File: config.mk
export PLATFORM = sky130hd
export DESIGN_NAME = objects_mux_layered
export DESIGN_NICKNAME = d
export VERILOG_FILES = /design/src/rtl/objects_mux_pkg.sv /design/src/rtl/objects_mux_prio_enc.sv /design/src/rtl/objects_mux_layered.sv
export SDC_FILE = /design/constraint.sdc
export NUM_CORES = 1
export LEC_CHECK = 0
export CAP_MARGIN = 5
export CORE_MARGIN = 2
export CORE_UTILIZATION = 50
export CTS_CLUSTER_SIZE = 16
export DETAILED_ROUTE_END_ITERATION = 8
export PLACE_DENSITY = 0.83
export SYNTH_ARGS = -nofsm -noshare
export SYNTH_HDL_FRONTEND = slang
export SYNTH_SLANG_ARGS = --single-unit
File: constraint.sdc
create_clock -name clk -period 6.2 [get_ports clk]
set_input_delay 1.24 -clock clk [delete_from_list [all_inputs] [get_ports clk]]
set_output_delay 1.24 -clock clk [all_outputs]
set_load 0.01 [all_outputs]
File: src/rtl/objects_mux_pkg.sv
// Shared types and helpers for the layered object mux.
// The RGB332 color type, the default see-through key, and the 24-bit color expansion.
package objects_mux_pkg;

  typedef logic [7:0] rgb332_t;

  localparam rgb332_t DEFAULT_TRANSPARENT_KEY = 8'hFF;

  // Each channel is widened by repeating the LSB of its field.
  function automatic logic [23:0] expand_rgb332(input rgb332_t c);
    return {c[7:5], {5{c[5]}}, c[4:2], {5{c[2]}}, c[1:0], {6{c[0]}}};
  endfunction

endpackage

File: src/rtl/objects_mux_prio_enc.sv
// Combinational lowest-index-first priority encoder.
// When no input is set, idx_o reports N, which is the background index.
module objects_mux_prio_enc #(
  parameter int N = 16
) (
  input  logic [N-1:0]              valid_i,
  output logic [$clog2(N+1)-1:0]    idx_o,
  output logic                      any_o
);

  localparam int IW = $clog2(N + 1);

  always_comb begin
    idx_o = IW'(N);
    any_o = 1'b0;
    for (int i = N - 1; i >= 0; i--) begin
      if (valid_i[i]) begin
        idx_o = IW'(i);
        any_o = 1'b1;
      end
    end
  end

endmodule

File: src/rtl/objects_mux_layered.sv
// Two-stage layered object mux: the lowest-index visible layer wins, otherwise the background.
// Optional per-layer blinking is compiled in with OBJ_MUX_BLINK_EN.
module objects_mux_layered
  import objects_mux_pkg::*;
#(
  parameter int      NUM_LAYERS      = 16,
  parameter rgb332_t TRANSPARENT_KEY = DEFAULT_TRANSPARENT_KEY,
  parameter int      BLINK_FRAMES    = 30
) (
  input  logic                              clk,
  input  logic                              resetN,
  input  logic                              startOfFrame,
  input  logic [NUM_LAYERS-1:0]             layerReq,
  input  logic [NUM_LAYERS*8-1:0]           layerRGB,
  input  logic [NUM_LAYERS-1:0]             layerEnable,
  input  logic [NUM_LAYERS-1:0]             blinkMask,
  input  logic [7:0]                        backGroundRGB,
  output logic [7:0]                        redOut,
  output logic [7:0]                        greenOut,
  output logic [7:0]                        blueOut,
  output logic [$clog2(NUM_LAYERS+1)-1:0]   winLayer
);

  localparam int WIW = $clog2(NUM_LAYERS + 1);

  // The next-state of the shadow registers doubles as the value seen by the
  // current pixel, so the start-of-frame pixel already uses the new settings.
  logic [NUM_LAYERS-1:0] shadow_en_q, shadow_en_d;
  logic [NUM_LAYERS-1:0] blink_hide;

  always_comb begin
    shadow_en_d = startOfFrame ? layerEnable : shadow_en_q;
  end

  always_ff @(posedge clk or negedge resetN) begin
    if (!resetN) shadow_en_q <= '1;
    else         shadow_en_q <= shadow_en_d;
  end

`ifdef OBJ_MUX_BLINK_EN
  logic [NUM_LAYERS-1:0] shadow_blk_q, shadow_blk_d;
  logic [7:0]            frame_cnt_q, frame_cnt_d;
  logic                  blink_on_q, blink_on_d;

  always_comb begin
    shadow_blk_d = shadow_blk_q;
    frame_cnt_d  = frame_cnt_q;
    blink_on_d   = blink_on_q;
    if (startOfFrame) begin
      shadow_blk_d = blinkMask;
      if (frame_cnt_q == 8'(BLINK_FRAMES - 1)) begin
        frame_cnt_d = 8'h00;
        blink_on_d  = ~blink_on_q;
      end else begin
        frame_cnt_d = frame_cnt_q + 8'd1;
      end
    end
  end

  always_ff @(posedge clk or negedge resetN) begin
    if (!resetN) begin
      shadow_blk_q <= '0;
      frame_cnt_q  <= 8'h00;
      blink_on_q   <= 1'b0;
    end else begin
      shadow_blk_q <= shadow_blk_d;
      frame_cnt_q  <= frame_cnt_d;
      blink_on_q   <= blink_on_d;
    end
  end

  assign blink_hide = blink_on_d ? shadow_blk_d : '0;
`else
  logic unused_blink_cfg;
  assign unused_blink_cfg = ^{blinkMask, 8'(BLINK_FRAMES)};
  assign blink_hide       = '0;
`endif

  logic [NUM_LAYERS-1:0] valid_d;

  generate
    for (genvar gi = 0; gi < NUM_LAYERS; gi++) begin : g_valid
      assign valid_d[gi] = layerReq[gi] & shadow_en_d[gi] & ~blink_hide[gi]
                         & (layerRGB[8*gi +: 8] != TRANSPARENT_KEY);
    end
  endgenerate

  logic [NUM_LAYERS-1:0]   valid_s1_q;
  logic [NUM_LAYERS*8-1:0] rgb_s1_q;
  rgb332_t                 bg_s1_q;

  always_ff @(posedge clk or negedge resetN) begin
    if (!resetN) begin
      valid_s1_q <= '0;
      rgb_s1_q   <= '0;
      bg_s1_q    <= 8'h00;
    end else begin
      valid_s1_q <= valid_d;
      rgb_s1_q   <= layerRGB;
      bg_s1_q    <= backGroundRGB;
    end
  end

  logic [WIW-1:0] enc_idx;
  logic           enc_any;

  objects_mux_prio_enc #(
    .N (NUM_LAYERS)
  ) u_prio_enc (
    .valid_i (valid_s1_q),
    .idx_o   (enc_idx),
    .any_o   (enc_any)
  );

  rgb332_t        sel_rgb;
  rgb332_t        color_s2_d, color_s2_q;
  logic [WIW-1:0] win_s2_d, win_s2_q;

  always_comb begin
    sel_rgb = 8'h00;
    for (int i = 0; i < NUM_LAYERS; i++) begin
      if (enc_idx == WIW'(i)) sel_rgb = rgb_s1_q[8*i +: 8];
    end
    color_s2_d = enc_any ? sel_rgb : bg_s1_q;
    win_s2_d   = enc_idx;
  end

  always_ff @(posedge clk or negedge resetN) begin
    if (!resetN) begin
      color_s2_q <= 8'h00;
      win_s2_q   <= WIW'(NUM_LAYERS);
    end else begin
      color_s2_q <= color_s2_d;
      win_s2_q   <= win_s2_d;
    end
  end

  assign {redOut, greenOut, blueOut} = expand_rgb332(color_s2_q);
  assign winLayer                    = win_s2_q;

endmodule

==> results.json <==
{
  "status": "complete, no violations",
  "drv_cap": 0,
  "synth-main-ff-cell": "dfrtp_1",
  "syn_area_per_cell_um2": 13.32,
  "required_ns": 6.52,
  "clkSinkCount": 181,
  "ys_ff_latch": 181,
  "critPathCaptureType": "flop",
  "numCtsBuffers": 17,
  "crit_arrival_ns": 3.97,
  "cts.clk_slew.worst_paths_ns": 0.06,
  "p_leak_nw": 3.972,
  "syn-num-nets": 705,
  "die_h_um": 121.5,
  "min_period_ns": 3.656,
  "setup_tns_ns": 0,
  "gp_congestion": 0.8536,
  "wl_per_cell_um": 22.72,
  "die-area_um2": 14750,
  "first_iter_violations": 491,
  "hold_violations": 0,
  "ys_warn_count": 0,
  "p_per_area_nw_per_um2": 314.3,
  "grt_setup_unrepaired": "false",
  "fin_crit_sh_pct": 58.97,
  "synthArstFlopShare_pct": 100.0,
  "io_buffers": 199,
  "drive_above_1_share_pct": 12.38,
  "mostFrequentLayoutCells": "clkdlybuf4s50_1, dfrtp_1, nand4_1",
  "diodes": 0,
  "crit_type": "flop to flop",
  "switching_share_pct": 26.97,
  "crit_path_max_fanout": 36,
  "max_freq_mhz": 273.5,
  "cts_setup_buffers": 0,
  "peakVddDrop_mv": 0.1911,
  "detailed_place_hpwl_mm": 15.15,
  "hold_path_startpoint": "bg_s1_q[3]$_DFF_PN0_",
  "start_kind": "flop",
  "grt_pass1_wl_mm": 31.39,
  "netlist_instances": 518,
  "fin_skew_ns": 0.007415,
  "fin_cells": 895,
  "r2r_setup_slack_ns": 2.54,
  "htree_levels": 4,
  "combinationalPowerShare_pct": 21.2,
  "initial_core_util_pct": 51.69,
  "synth_edf_count": 0,
  "dr.pass1.iters": 7,
  "cts.repair.resized": 0,
  "pre_cts_slack_ns": 2.655,
  "clk_latency_ns": 0.43,
  "grt_max_degree": 87,
  "seqPwrFrac_pct": 44.3,
  "layout_setup_ws_ns": 2.544,
  "finalSetupViolations": 0,
  "place_area_um2": 8917,
  "critPathLaunch": "valid_s1_q[0]$_DFF_PN0_",
  "cts_tree": "done",
  "overflow": 0,
  "ant_nets": 0,
  "intPower_mw": 2.178,
  "core_um2": 13350,
  "routed_wl_mm": 20.33,
  "row_count": 42,
  "hold_buffers": 0,
  "die_width_um": 121.5,
  "ys_seq_area_share_pct": 65.96,
  "routed-via-count": 5199,
  "grt_usage_pct": 29.51,
  "drv_slew": 0,
  "final_nets": 893,
  "min_path_type": "flop to flop",
  "synthDistinctLibCells": 57,
  "relSlewSlack_pct": 20.09,
  "dp.cells": 863,
  "final_common_cell": "clkdlybuf4s50_1",
  "r2r-start": "valid_s1_q[0]$_DFF_PN0_",
  "viasPerCell": 5.809,
  "clkPwrFrac_pct": 34.5,
  "antenna_found_initial": 0,
  "io_pins": 216,
  "worst_pin_slew_ns": 1.195,
  "power_switching_uw": 804.5,
  "drc": 0,
  "fin_area_um2": 9488,
  "cts-root-buf": "clkbuf_16",
  "grt_pass1_vias": 5501,
  "synth_area_um2": 6899,
  "cts_max_path_buffers": 2,
  "syn2layout_area_growth_pct": 37.52
}
==> worst max-delay path, cell delays in order, from the launching register on <==
cell	delay (ns)
dfrtp_1	0.57
or3_1	0.42
a221oi_2	0.22
o21a_1	0.56
nor2_4	0.25
clkinv_4	0.32
mux2_2	0.39
o221ai_1	0.34
o211ai_1	0.19
a22o_1	0.25
==> power by group through the flow <==
stage / sequential, mW / clock [mW] / combinational [mW]
detailed placement: 1.34 / 0 / 0.630
finish: 1.32 / 1.03 / 0.632
floorplan: 1.34 / 0 / 0.322
CTS: 1.32 / 1.04 / 0.633
global placement: 1.34 / 0 / 0.621
global route: 1.33 / 1.09 / 0.681
==> metrics by stage <==
stage | util [%] | power [mW] | hold WS [ns]
floorplan | - | 1.662 | 0.4313
global placement | 66.81 | 1.960 | 0.4600
detailed placement | 66.81 | 1.973 | 0.4682
CTS | 71.08 | 2.997 | 0.4837
global route | 71.08 | 3.106 | 0.5169
finish | 71.08 | 2.982 | 0.4842
==> flip-flops by register name, indices dropped and copies added, names as in the netlist <==
signal       flops
shadow_en_q     16
color_s2_q       8
rgb_s1_q       128
valid_s1_q      16
winLayer         5
bg_s1_q          8
==> worst paths after layout <==
check	end	depth (start not counted)
hold / removal	color_s2_q[3]$_DFF_PN0_	1
max in group asynchronous	rgb_s1_q[20]$_DFF_PN0_	2
min in group asynchronous	rgb_s1_q[50]$_DFF_PN0_	1
hold reg to reg	color_s2_q[3]$_DFF_PN0_	1
setup / recovery	color_s2_q[3]$_DFF_PN0_	9
setup reg to reg	color_s2_q[3]$_DFF_PN0_	9
==> kinds of logic after synthesis <==
logic type             Yosys count  synth area share [%]
DFF                            181                 65.96
AOI/OAI and AO/OA              133                 14.54
and+or+nand+nor                122                 9.394
buffers and inverters           45                 4.081
muxes                           37                 6.021
==> per-layer routing <==
layer / vias up / global-route usage (%) / share of wire, %
met5: - / 0 / 0
met1: 2617 / 40.62 / 42
met2: 256 / 47.30 / 49
met3: 18 / 7.331 / 7.3
li1: 2308 / - / -
met4: 0 / 7.830 / 1.1
==> area by class of cell <==
class | instances | area [um2]
clock buffers | 21 | 470.5
clock inverters | 11 | 100.1
fillers | 911 | 3860
inverters | 9 | 41.29
multi-input cells | 292 | 2067
flip-flops and latches | 181 | 4551
well taps | 176 | 220.2
repair buffers | 205 | 2038
==> synth_stat cells, drive strengths merged, types with 7 or more instances <==
library cell | instances | area, um2
inv | 7 | 28.78
buf | 30 | 217.7
a21oi | 17 | 88.84
o211a | 16 | 160.2
nand4 | 33 | 206.5
dfrtp | 164 | 4104
mux2i | 13 | 130.1
nor4 | 7 | 80.07
a22o | 7 | 61.31
nand3 | 9 | 45.04
o21ai | 24 | 120.1
nor2 | 26 | 105.1
nand2 | 31 | 116.4
mux2 | 23 | 262.8
o22ai | 10 | 62.56
dfstp | 17 | 446.7
Power figures use the tool's default switching activity.
